===== config.mk =====
export PLATFORM = sky130hd
export DESIGN_NAME = key_debounce_bank
export DESIGN_NICKNAME = d
export VERILOG_FILES = /design/src/rtl/key_pkg.sv /design/src/rtl/key_debounce_1ch.sv /design/src/rtl/key_debounce_bank.sv
export SDC_FILE = /design/constraint.sdc
export NUM_CORES = 1
export LEC_CHECK = 0
export CORE_MARGIN = 3
export CORE_UTILIZATION = 40
export DETAILED_ROUTE_END_ITERATION = 8
export PLACE_DENSITY = 0.6
export RECOVER_POWER = 100
export SYNTH_ARGS = -nofsm -noshare
export SYNTH_HDL_FRONTEND = slang
export SYNTH_SLANG_ARGS = --single-unit

===== constraint.sdc =====
create_clock -name clk -period 1.9 [get_ports clk]
set_input_delay 0.38 -clock clk [delete_from_list [all_inputs] [get_ports clk]]
set_output_delay 0.38 -clock clk [all_outputs]
set_load 0.02 [all_outputs]

===== src/rtl/key_pkg.sv =====
// Shared timing defaults, key index names and width helper for the key debounce bank.
package key_pkg;

    localparam int DEBOUNCE_CYCLES_50M = 1000000;
    localparam int REPEAT_DELAY_50M    = 25000000;
    localparam int REPEAT_PERIOD_50M   = 5000000;

    localparam int KEY_CONFIRM = 0;
    localparam int KEY_BACK    = 1;
    localparam int KEY_NEXT    = 2;
    localparam int KEY_PREV    = 3;
    localparam int KEY_RESET   = 4;

    // Bits needed to hold values 0 .. value-1; never less than 1.
    function automatic int key_clog2(input int value);
        int w;
        w = 0;
        while ((64'd1 << w) < 64'(value)) begin
            w = w + 1;
        end
        return (w < 1) ? 1 : w;
    endfunction

endpackage


===== src/rtl/key_debounce_1ch.sv =====
// Purpose: one-key synchroniser + debouncer producing level, press and release pulses.
// Latency: 2 sync cycles + DEBOUNCE_CYCLES from raw edge to level/pulse.
// Backpressure: none; free-running level path. Auto-repeat built only with KEY_REPEAT_EN.
module key_debounce_1ch
    import key_pkg::*;
#(
    parameter int DEBOUNCE_CYCLES = DEBOUNCE_CYCLES_50M,
    parameter int CNT_W           = 20,
    parameter int ACTIVE_HIGH     = 1,
    parameter int REPEAT_DELAY    = REPEAT_DELAY_50M,
    parameter int REPEAT_PERIOD   = REPEAT_PERIOD_50M
) (
    input  logic clk,
    input  logic rst_n,
    input  logic key_raw,
    output logic key_level,
    output logic key_press,
    output logic key_release
);

    if (DEBOUNCE_CYCLES < 2 || (64'd1 << CNT_W) <= 64'(DEBOUNCE_CYCLES) ||
        REPEAT_PERIOD < 1 || REPEAT_PERIOD > REPEAT_DELAY) begin : g_param_err
        $error("key_debounce_1ch: illegal parameter combination");
    end

    localparam logic [CNT_W-1:0] CNT_LAST = CNT_W'(DEBOUNCE_CYCLES - 1);

    // Inverting ahead of the first flop lets a reset value of 0 mean "released" for either polarity.
    logic raw_norm;
    assign raw_norm = (ACTIVE_HIGH != 0) ? key_raw : ~key_raw;

    logic             sync1_q, sync1_d;
    logic             sync2_q, sync2_d;
    logic [CNT_W-1:0] cnt_q, cnt_d;
    logic             level_q, level_d;
    logic             press_q, press_d;
    logic             release_q, release_d;

`ifdef KEY_REPEAT_EN
    localparam int HOLD_W = key_clog2(REPEAT_DELAY);
    localparam logic [HOLD_W-1:0] HOLD_LAST   = HOLD_W'(REPEAT_DELAY - 1);
    localparam logic [HOLD_W-1:0] HOLD_RELOAD = HOLD_W'(REPEAT_DELAY - REPEAT_PERIOD);

    logic [HOLD_W-1:0] hold_q, hold_d;
`endif

    always_comb begin
        sync1_d   = raw_norm;
        sync2_d   = sync1_q;
        cnt_d     = cnt_q;
        level_d   = level_q;
        press_d   = 1'b0;
        release_d = 1'b0;

        if (sync2_q == level_q) begin
            cnt_d = '0;
        end else if (cnt_q == CNT_LAST) begin
            cnt_d     = '0;
            level_d   = sync2_q;
            press_d   = sync2_q;
            release_d = ~sync2_q;
        end else begin
            cnt_d = cnt_q + CNT_W'(1);
        end

`ifdef KEY_REPEAT_EN
        // Reload to DELAY-PERIOD so later repeats land every REPEAT_PERIOD cycles.
        hold_d = hold_q;
        if (!level_q || !level_d) begin
            hold_d = '0;
        end else if (hold_q == HOLD_LAST) begin
            hold_d  = HOLD_RELOAD;
            press_d = 1'b1;
        end else begin
            hold_d = hold_q + HOLD_W'(1);
        end
`endif
    end

    always_ff @(posedge clk or negedge rst_n) begin
        if (!rst_n) begin
            sync1_q   <= 1'b0;
            sync2_q   <= 1'b0;
            cnt_q     <= '0;
            level_q   <= 1'b0;
            press_q   <= 1'b0;
            release_q <= 1'b0;
        end else begin
            sync1_q   <= sync1_d;
            sync2_q   <= sync2_d;
            cnt_q     <= cnt_d;
            level_q   <= level_d;
            press_q   <= press_d;
            release_q <= release_d;
        end
    end

`ifdef KEY_REPEAT_EN
    always_ff @(posedge clk or negedge rst_n) begin
        if (!rst_n) begin
            hold_q <= '0;
        end else begin
            hold_q <= hold_d;
        end
    end
`endif

    assign key_level   = level_q;
    assign key_press   = press_q;
    assign key_release = release_q;

endmodule


===== src/rtl/key_debounce_bank.sv =====
// Purpose: bank of NUM_KEYS independent debouncers plus any_press summary (KEY_REPEAT_EN adds auto-repeat).
// Latency: 2 sync cycles + DEBOUNCE_CYCLES per key; any_press is combinational from the pulse flops.
// Backpressure: none; outputs are levels and single-cycle pulses.
module key_debounce_bank
    import key_pkg::*;
#(
    parameter int NUM_KEYS        = 5,
    parameter int DEBOUNCE_CYCLES = DEBOUNCE_CYCLES_50M,
    parameter int CNT_W           = 20,
    parameter int ACTIVE_HIGH     = 1,
    parameter int REPEAT_DELAY    = REPEAT_DELAY_50M,
    parameter int REPEAT_PERIOD   = REPEAT_PERIOD_50M
) (
    input  logic                clk,
    input  logic                rst_n,
    input  logic [NUM_KEYS-1:0] key_raw,
    output logic [NUM_KEYS-1:0] key_level,
    output logic [NUM_KEYS-1:0] key_press,
    output logic [NUM_KEYS-1:0] key_release,
    output logic                any_press
);

    for (genvar i = 0; i < NUM_KEYS; i++) begin : g_key
        key_debounce_1ch #(
            .DEBOUNCE_CYCLES (DEBOUNCE_CYCLES),
            .CNT_W           (CNT_W),
            .ACTIVE_HIGH     (ACTIVE_HIGH),
            .REPEAT_DELAY    (REPEAT_DELAY),
            .REPEAT_PERIOD   (REPEAT_PERIOD)
        ) u_ch (
            .clk         (clk),
            .rst_n       (rst_n),
            .key_raw     (key_raw[i]),
            .key_level   (key_level[i]),
            .key_press   (key_press[i]),
            .key_release (key_release[i])
        );
    end

    assign any_press = |key_press;

endmodule


==> results of run 1 <==
==> timing repair <==
item                                   CTS  global route
setup endpoints to repair               24            35
hold buffers                             1             0
endpoints found under the hold margin   79             0
setup buffers                            2             2
pin swaps                                2             1
gates resized for setup                  5            12
==> routing by layer <==
metal / global-route usage [%] / share of wire [%] / vias to the layer above
li1: - / - / 2228
met5: 0 / 0 / -
met2: 25.9 / 49 / 75
met4: 6.37 / 1.8 / 0
met3: 4.75 / 3.8 / 17
met1: 19.5 / 46 / 2258
==> final cells by class <==
cell class | count | area (sq um)
Clock buffer | 21 | 460
Clock inverter | 11 | 141
Fill cell | 1299 | 6940
Inverter | 10 | 37.5
Multi-Input combinational cell | 427 | 2680
Sequential cell | 125 | 3130
Tap cell | 180 | 225
Timing Repair Buffer | 76 | 583
==> metrics by stage <==
step                power, uW  area [sq um]  setup WS [ps]
detailed placement       2980          6670           -184
global route             6410          7260           -235
CTS                      6270          7310           -183
floorplan                2850          5980           -179
finish                   6180          7260           -187
global placement         2970          6670           -150
==> worst paths after layout <==
check                                         from  cells past startpoint  slack (ps)                 endpoint
max                        g_key[3].u_ch.cnt_q[15]                      4        -190  g_key[3].u_ch.key_level
min                          g_key[2].u_ch.sync1_q                      0         350    g_key[2].u_ch.sync2_q
max reg2reg                g_key[3].u_ch.cnt_q[15]                      4        -190  g_key[3].u_ch.key_level
min reg2reg                  g_key[2].u_ch.sync1_q                      0         350    g_key[2].u_ch.sync2_q
max in group asynchronous                    rst_n                      3         570  g_key[4].u_ch.cnt_q[19]
min in group asynchronous                    rst_n                      3         740  g_key[1].u_ch.cnt_q[17]
==> power by group through the flow <==
stage	Sequential [uW]	Clock [uW]	Combinational, uW
2_1_floorplan	2770	0	74.3
3_3_place_gp	2780	0	196
3_5_place_dp	2780	0	201
4_1_cts	2730	3330	209
5_1_grt	2740	3450	224
6_report	2730	3260	194
==> registers in the layout (all words and copies together) (netlist names) <==
signal                  count
g_key.u_ch.key_press        5
g_key.u_ch.cnt_q          100
g_key.u_ch.key_level        5
g_key.u_ch.key_release      5
g_key.u_ch.sync2_q          5
g_key.u_ch.sync1_q          5
==> kinds of logic after synthesis <==
group	count (synthesis)
compound gates	59
xor+xnor	68
fa+ha+maj	5
buf+inv	36
flops	125
mux	5
simple gates	290
==> cell usage in the layout, fill, tap and decap left out, types with 3 or more instances in the layout <==
master / synthesis / final
nor2_1: 80 / 79
clkdlybuf4s50_1: 0 / 5
a21oi_1: 27 / 27
clkinvlp_4: 0 / 3
clkbuf_1: 8 / 9
bufinv_16: 0 / 3
clkbuf_16: 0 / 17
mux2_2: 4 / 4
nand4b_1: 4 / 4
buf_4: 15 / 40
or3_1: 21 / 20
inv_1: 10 / 10
and2_1: 6 / 5
xor2_1: 26 / 26
nand3_1: 31 / 31
nor3_1: 13 / 13
xnor2_1: 42 / 42
clkinv_2: 0 / 4
ha_1: 5 / 4
and3_1: 16 / 16
and4_1: 6 / 6
nor4_1: 15 / 15
nor3b_1: 10 / 7
dfrtp_1: 125 / 125
nand2_1: 32 / 31
clkbuf_2: 0 / 5
o31ai_1: 7 / 8
o21ai_0: 18 / 19
dlygate4sd3_1: 0 / 12
nand4_1: 28 / 28
nor3b_2: 0 / 3
or4_1: 13 / 12
clkbuf_4: 0 / 3
==> results.md, run 1 <==
- Outcome: finished, violations left
- Failing checks: negative setup slack
- Tightest Hold Check Type: reg2reg
- Area leader, netlist: dfrtp_1
- Int Pwr: 4890 uW
- Ys async rst share: 100%
- Proportion of layout cells with a drive suffix above 1: 15.8%
- Comb power frac: 3.1%
- Min Tclk post-route: 2090 ps
- CP max FO: 3
- Yosys top cell area share: 52.4%
- Mux share of post-synthesis cell area: 1.01%
- DP HPWL: 8370 microns
- Total GRT Usage: 15.8%
- Clk Latency, worst-skew pair: 420 ps
- Final core utilization: 51.1%
- CP max stage cell: or4_4
- Setup TNS: -3170 ps
- Die Y: 128 microns
- Critical path required time: 2200 ps
- Crit path kind: reg2reg
- CP Data Arrival Time: 2380 ps
- Synth Register Bits: 125
- CTS tree: built
- Global-route wire length before repair: 21000 microns
- Compound-Gate Fraction of Synth Area: 5.81%
- NetSw: 1290 uW
- Worst path cell trace: or4b_1 -> or4_4 -> or2_4 -> mux2_4
- Vias in the first global route: 4682
- Switching portion of total power: 20.9%
- Most frequent cell after synthesis: dfrtp_1
- Largest net degree at the start of global routing: 66
- RSZ-0062 raised after global routing: true
- P per Cell Area: 852 nW/um^2
- Max Clk Rate: 0.479 GHz
- Synth Instances: 588
- Worst-path clk slew: 60 ps
- Syn Area/Cell: 10.1 sq um
- Die width: 128 microns
- Fin. Hold Viols: 0
- Area growth, synth to finish: 21.7%
- Crit end category: register
- Grt ovf: 0
- Post-synthesis net count: 600
- Xor/xnor share of the synthesized area: 9.99%
- Core area: 14200 sq um
- Post-synthesis sequential area ratio: 52.4%
- Initial Util: 42.0%
- Fin. max-slew vios: 0
- Slowest stage delay, CP: 530 ps
- Predominant post-synthesis flop cell: dfrtp_1
- Yosys warning total: 0
- Clk_skew: 7.87 ps
- Final Worst Setup Slack: -187 ps
- CTS Buffer Depth: 2
- CTS Buf Count: 17
- Worst relative slew slack: 41.9%
- Post-Route Hold Slack: 347 ps
- Max Cap Viol: 0
- Largest family of logic cells by synthesized area: simple AND/OR/NAND/NOR gates
- Largest cells by area after synthesis: dfrtp_1, xnor2_1, nor2_1
- Avg WL per Cell: 14.1 microns
- Synth Area in Adders: 1.05%
- Clk root buf: clkbuf_16
- Final WL: 12000 microns
- I/O pin total: 23
- Antenna Nets Post-Route: 0
- Clock share of power: 52.7%
- # setup viols final: 23
- Non-filler cells, final: 850
- Clock Sinks: 125
- Leak Pwr: 0.00298 uW
- Inst Count DP: 813
- Starting DRT DRC Count: 283
- Synth top cells by count: dfrtp_1, nor2_1, xnor2_1, nand2_1, nand3_1
- Synthesized area: 5960 sq um
- Worst Tran Pin Value: 871 ps
- Post-synth EDFFs: 0
- Vias per cell: 5.39
- Netlist cell types: 43
- Crit path max-delay family: simple AND/OR/NAND/NOR gates
- Num rows: 43
- Nets@finish: 669
- CP Launch Type: register
- Initial antenna violation count: 0
- Simple-gate share of the synthesized area: 26.3%
- Worst path bufs/invs: 0
- GP Congestion: 0.874
- Worst vdd ir: 0.000640 V
- Die area: 16400 sq um
- Buffers on Ports: 22
- Fin crit share: 110%
- Remaining DRCs: 0
- TritonRoute pass-1 iters: 5
- Htree depth: 4
- Power share of the sequential group: 44.2%
- Via count: 4578
- Diodes inserted: 0
No activity file was read; power rests on OpenSTA's default activity.
==> inputs of run 2 (changes only) <==
Settings changed: CAP_MARGIN set to 30.
==> results of run 2 <==
Final layout, timing and power as in run 1 (identical DEF).
